**config.mk**
```make
export PLATFORM = sky130hd
export DESIGN_NAME = gate_tt_scanner
export DESIGN_NICKNAME = d
export VERILOG_FILES = /design/src/rtl/gate_tt_pkg.sv /design/src/rtl/settle_timer.sv /design/src/rtl/gate_tt_scanner.sv
export SDC_FILE = /design/constraint.sdc
export NUM_CORES = 1
export LEC_CHECK = 0
export BUFFER_PORTS_ARGS = -buffer_cell sky130_fd_sc_hd__buf_2
export CORE_MARGIN = 4
export CORE_UTILIZATION = 40
export DETAILED_ROUTE_END_ITERATION = 8
export HOLD_SLACK_MARGIN = 0.15
export PLACE_DENSITY_LB_ADDON = 0.25
export SYNTH_ARGS = -nofsm -noshare
export SYNTH_HDL_FRONTEND = slang
export SYNTH_SLANG_ARGS = --single-unit
export TNS_END_PERCENT = 1
```
**constraint.sdc**
```tcl
create_clock -name i_clk -period 4.2 [get_ports i_clk]
set_input_delay 0.42 -clock i_clk [delete_from_list [all_inputs] [get_ports i_clk]]
set_output_delay 0.42 -clock i_clk [all_outputs]
set_load 0.03 [all_outputs]
```
**src/rtl/gate_tt_pkg.sv**
```systemverilog
// Shared types and constants for the gate truth-table scanner.
package gate_tt_pkg;

  // Scanner sequencing states.
  typedef enum logic [1:0] {
    StIdle  = 2'd0,
    StDrive = 2'd1,
    StDone  = 2'd2
  } state_e;

  // Truth-table index, {a,b}.
  typedef logic [1:0] idx_t;

  localparam idx_t IDX_FIRST = 2'd0;
  localparam idx_t IDX_LAST  = 2'd3;

  // Expected truth vectors, bit idx holds the gate output for {a,b} = idx.
  localparam logic [3:0] EXP_AND = 4'b1000;
  localparam logic [3:0] EXP_OR  = 4'b1110;
  localparam logic [3:0] EXP_NOT = 4'b0011;

  // Number of gates whose captured vector differs from its expected vector.
  function automatic logic [1:0] mismatch_count(input logic [3:0] and_v,
                                                 input logic [3:0] or_v,
                                                 input logic [3:0] not_v);
    logic [1:0] cnt;
    cnt = 2'd0;
    if (and_v != EXP_AND) cnt = cnt + 2'd1;
    if (or_v  != EXP_OR)  cnt = cnt + 2'd1;
    if (not_v != EXP_NOT) cnt = cnt + 2'd1;
    return cnt;
  endfunction

endpackage

```
**src/rtl/settle_timer.sv**
```systemverilog
// Loadable 4-bit down-counter with a zero flag; paces how long each input
// combination is held before the gate outputs are sampled.
module settle_timer
  import gate_tt_pkg::*;
(
  input  logic       i_clk,
  input  logic       i_rst_n,
  input  logic       i_load,
  input  logic [3:0] i_load_val,
  input  logic       i_dec,
  output logic       o_zero
);

  logic [3:0] r_cnt;

  // Counter register: load has priority over decrement, saturates at zero.
  always_ff @(posedge i_clk) begin
    if (!i_rst_n) begin
      r_cnt <= 4'd0;
    end else if (i_load) begin
      r_cnt <= i_load_val;
    end else if (i_dec && (r_cnt != 4'd0)) begin
      r_cnt <= r_cnt - 4'd1;
    end
  end

  assign o_zero = (r_cnt == 4'd0);

endmodule

```
**src/rtl/gate_tt_scanner.sv**
```systemverilog
// Drives the gate block through all four {a,b} combinations, captures the
// AND/OR/NOT responses into truth vectors and grades them against the
// expected tables.
module gate_tt_scanner
  import gate_tt_pkg::*;
#(
  parameter int unsigned SETTLE = 1  // hold cycles per combination, 1..15
) (
  input  logic       i_clk,
  input  logic       i_rst_n,
  input  logic       i_start,
  output logic       o_busy,
  output logic       o_a_out,
  output logic       o_b_out,
  input  logic       i_and_in,
  input  logic       i_or_in,
  input  logic       i_not_in,
  output logic [3:0] o_and_vec,
  output logic [3:0] o_or_vec,
  output logic [3:0] o_not_vec,
  output logic       o_done,
  output logic       o_pass,
  output logic [1:0] o_err_cnt
);

  localparam logic [3:0] LP_RELOAD = 4'(SETTLE - 1);

  state_e     r_state;
  state_e     w_state_d;
  idx_t       r_idx;
  idx_t       w_idx_d;
  logic [3:0] r_and_vec;
  logic [3:0] w_and_d;
  logic [3:0] r_or_vec;
  logic [3:0] w_or_d;
  logic [3:0] r_not_vec;
  logic [3:0] w_not_d;
  logic       r_pass;
  logic       w_pass_d;
  logic [1:0] r_err_cnt;
  logic [1:0] w_err_d;
  logic       r_busy;
  logic       w_busy_d;
  logic       r_done;
  logic       w_done_d;
  logic       w_accept;
  logic       w_load;
  logic       w_dec;
  logic       w_zero;

  settle_timer u_settle_timer (
    .i_clk      (i_clk),
    .i_rst_n    (i_rst_n),
    .i_load     (w_load),
    .i_load_val (LP_RELOAD),
    .i_dec      (w_dec),
    .o_zero     (w_zero)
  );

  // Next-state, capture and grading logic.
  always_comb begin
    w_state_d = r_state;
    w_idx_d   = r_idx;
    w_and_d   = r_and_vec;
    w_or_d    = r_or_vec;
    w_not_d   = r_not_vec;
    w_pass_d  = r_pass;
    w_err_d   = r_err_cnt;
    w_done_d  = 1'b0;
    w_accept  = 1'b0;
    w_load    = 1'b0;
    w_dec     = 1'b0;

    unique case (r_state)
      StIdle: begin
        w_accept = i_start;
      end
      StDrive: begin
        if (!w_zero) begin
          w_dec = 1'b1;
        end else begin
          w_and_d[r_idx] = i_and_in;
          w_or_d[r_idx]  = i_or_in;
          w_not_d[r_idx] = i_not_in;
          if (r_idx == IDX_LAST) begin
            // Grade on the same edge as the final capture, including it.
            w_state_d = StDone;
            w_done_d  = 1'b1;
            w_err_d   = mismatch_count(w_and_d, w_or_d, w_not_d);
            w_pass_d  = (w_err_d == 2'd0);
          end else begin
            w_idx_d = r_idx + 2'd1;
            w_load  = 1'b1;
          end
        end
      end
      StDone: begin
        // The exit edge from DONE is the first IDLE edge: a start seen here
        // begins the next scan, giving a 4*SETTLE+1 cycle scan period.
        w_state_d = StIdle;
        w_idx_d   = IDX_FIRST;
        w_accept  = i_start;
      end
      default: begin
        w_state_d = StIdle;
        w_idx_d   = IDX_FIRST;
      end
    endcase

    if (w_accept) begin
      w_state_d = StDrive;
      w_idx_d   = IDX_FIRST;
      w_and_d   = 4'd0;
      w_or_d    = 4'd0;
      w_not_d   = 4'd0;
      w_pass_d  = 1'b0;
      w_err_d   = 2'd0;
      w_load    = 1'b1;
    end

    w_busy_d = (w_state_d != StIdle);
  end

  // State and result registers with synchronous active-low reset.
  always_ff @(posedge i_clk) begin
    if (!i_rst_n) begin
      r_state   <= StIdle;
      r_idx     <= IDX_FIRST;
      r_and_vec <= 4'd0;
      r_or_vec  <= 4'd0;
      r_not_vec <= 4'd0;
      r_pass    <= 1'b0;
      r_err_cnt <= 2'd0;
      r_busy    <= 1'b0;
      r_done    <= 1'b0;
    end else begin
      r_state   <= w_state_d;
      r_idx     <= w_idx_d;
      r_and_vec <= w_and_d;
      r_or_vec  <= w_or_d;
      r_not_vec <= w_not_d;
      r_pass    <= w_pass_d;
      r_err_cnt <= w_err_d;
      r_busy    <= w_busy_d;
      r_done    <= w_done_d;
    end
  end

  // The index register doubles as the gate drive: 00 in IDLE, 11 in DONE.
  assign o_a_out   = r_idx[1];
  assign o_b_out   = r_idx[0];
  assign o_busy    = r_busy;
  assign o_done    = r_done;
  assign o_and_vec = r_and_vec;
  assign o_or_vec  = r_or_vec;
  assign o_not_vec = r_not_vec;
  assign o_pass    = r_pass;
  assign o_err_cnt = r_err_cnt;

endmodule

```
==> out/metrics.csv <==
metric,value,unit
die height,64.4,µm
top-area cell type share of the netlist area,39.3,%
sequential power share,60.0,%
VDD IR-drop max,0.139,mV
Post-Syn Area per Cell,9.22,µm²
hold buffers post-CTS,0,
clock-pin slew on the worst setup and hold paths,0.13,ns
routed wire length,2.89,mm
Routed Antenna Nets,0,
worst path cell trace,inv_1 > ha_1 > nor4_1 > o21ai_0 > a211o_1 > inv_1 > ha_1 > a2111o_1 > o211ai_2,
Lkg Pwr,0.670,nW
DP Area,0.00143,mm²
Post-synth EDFFs,0,
Post-Route Setup TNS,0,ns
Unique masters post-synth,41,
initial antenna violation count,0,
Synth area leaders,"dfxtp_1 39%, mux2i_1 8.7%, ha_1 6.9%, nor2_1 5.3%, nand2_1 2.9%",
CTS Buf Count,3,
Die ar.,0.00415,mm²
first-pass GRT wire length,5.02,mm
Gate power share,13.7,%
Critical Path RT,4.45,ns
Initial Utilization,41.7,%
IO Pins,25,
clock skew after layout,0.00636,ns
sw frac,27.0,%
CTS tree,done,
dpl hpwl,2.19,mm
Cell Rows,20,
vias in the first global route,1062,
Slew Limit Headroom,55.1,%
Worst Setup Slack post-DPL,1.89,ns
Int Power,298,µW
DRT iter0 DRCs,30,
number of port buffers,24,
status,"finished, final reports clean",
CP Launch Type,flop,
area of the multi-input gates,728,µm²
Worst-Skew Late Latency,0.32,ns
Post-synth top flop,dfxtp_1,
Top delay family on crit path,compound AO/OA/AOI/OAI gates,
largest net degree at the start of global routing,20,
fmax,423,MHz
fin crit period,2.37,ns
final worst slack,1.83,ns
DR pass1 iterations,4,
mapped cell area,0.00127,mm²
Tot Pwr,407,µW
NetSw,110,µW
Max Cap Violations,0,
crit share post-route,56.3,%
final cell count without fillers,207,
Finished Cell Area,0.00146,mm²
WP buf/inv,2,
crit path DAT,2.62,ns
"Max FO, Critical Path",7,
Hold WC Path Type,in -> reg,
area grow syn2layout,14.7,%
die span in x,64.4,µm
GRT overflow,0,
post-DR vias/cell,5.16,
number of synthesized register bits,25,
Cells after Synth,138,
"Seq/Total Area, Yosys",39.3,%
Final Hold Fails,0,
worst setup path class,reg -> reg,
crit end category,flop,
syn nets,151,
total number of vias,1068,
Post-CTS Setup Inserts,0,
RSZ-0062 raised after global routing,no,
sequential cell area,500,µm²
Async SR Flop Fraction,0,%
critical path's largest stage delay,0.44,ns
number of diodes,0,
Residual DRC,0,
"top cells by count, synth","25 x dfxtp_1, 18 x nor2_1, 11 x mux2i_1",
Clock Path Buffers,2,
Final setup viols,0,
Final Wtd Congestion,0.857,
YS warnings,0,
slowest CP cell,dfxtp_1,
Pwr per Cell Area,279,mW/mm²
Post-layout nets,177,
worst-margin pin slew,0.671,ns
share of cells above drive strength 1,21.5,%
total track usage,15.3,%
final slew viol count,0,
Core ar.,0.00305,mm²
H-tree depth,1,
clock sink count,25,
fin util,47.8,%
hold slack,0.373,ns
Yosys top cell by area,dfxtp_1,
WL/cell,14.0,µm
most frequent cell after synthesis,dfxtp_1,
Fillers,341,
placed cell count,203,
root buffer cell,clkbuf_4,
clock network fraction of total power,26.3,%
CTS resizes,0,
[power groups by stage]
stage               Clock (mW)  Combinational, mW  Sequential, mW
detailed placement           0             0.0559           0.250
global placement             0             0.0547           0.249
finish                   0.107             0.0560           0.244
global route             0.124             0.0614           0.245
floorplan                    0             0.0335           0.256
CTS                      0.112             0.0563           0.245
[worst paths after layout]
check                  start      endpoint  slack [ns]  cells after the start
hold / removal       i_rst_n    r_state[1]        0.37                      2
setup reg to reg    r_idx[1]  o_err_cnt[0]        1.83                      9
setup / recovery    r_idx[1]  o_err_cnt[0]        1.83                      9
hold reg to reg   r_state[1]      r_idx[0]        0.49                      1
[cells in the final DEF, fill, tap and decap left out, types with 2 or more instances in the layout]
cell type	instances
dfxtp_1	25
buf_2	24
nor2_1	18
mux2i_1	11
nand2_1	10
inv_1	7
a21oi_1	7
ha_1	7
nand3_1	6
nor3_1	4
o21ai_0	3
nand2b_1	3
and2_1	3
clkbuf_4	3
nor4_1	2
o2bb2ai_1	2
a21o_1	2
a21boi_0	2
[routing by layer]
layer / track usage, % / wire length (µm) / share of wire [%]
met1: 20.4 / 1420 / 49
met2: 24.6 / 1320 / 46
met3: 3.16 / 105 / 3.6
met4: 4.75 / 42 / 1.5
met5: 0 / 0 / 0
[final cells by class]
class	count	share of cell area (%)
multi-input cells	102	49.9
repair buffers	24	8.23
well taps	44	3.77
inverters	8	2.06
flip-flops and latches	25	34.3
clock buffers	4	1.80
[worst reg2reg max path: cells and delay by family, from the launching register on]
| family | cells | cell delay, ns |
|---|---|---|
| AOI/OAI and AO/OA | 4 | 0.93 |
| adders and majority gates | 2 | 0.55 |
| DFF | 1 | 0.44 |
| and+or+nand+nor | 1 | 0.25 |
| buffers and inverters | 2 | 0.15 |
[logic make-up (layout without fill, tap and decap cells)]
family,after synthesis,in the layout,share of synthesized area [%]
and+or+nand+nor,56,56,23.1
AOI/OAI and AO/OA,27,27,17.9
DFF,25,25,39.3
muxes,11,11,8.65
buffers and inverters,11,36,3.44
adders and majority gates,7,7,6.88
xor gates and xnor gates,1,1,0.688
[state kept, by name, indices dropped and copies added, names as in the netlist]
signal and flops:
o_busy 1, r_state 2, o_done 1, o_or_vec 4, u_settle_timer.r_cnt 4, o_err_cnt 2, r_idx 2, o_not_vec 4
o_and_vec 4, o_pass 1
Note: power is estimated with default switching activity, not from simulation.
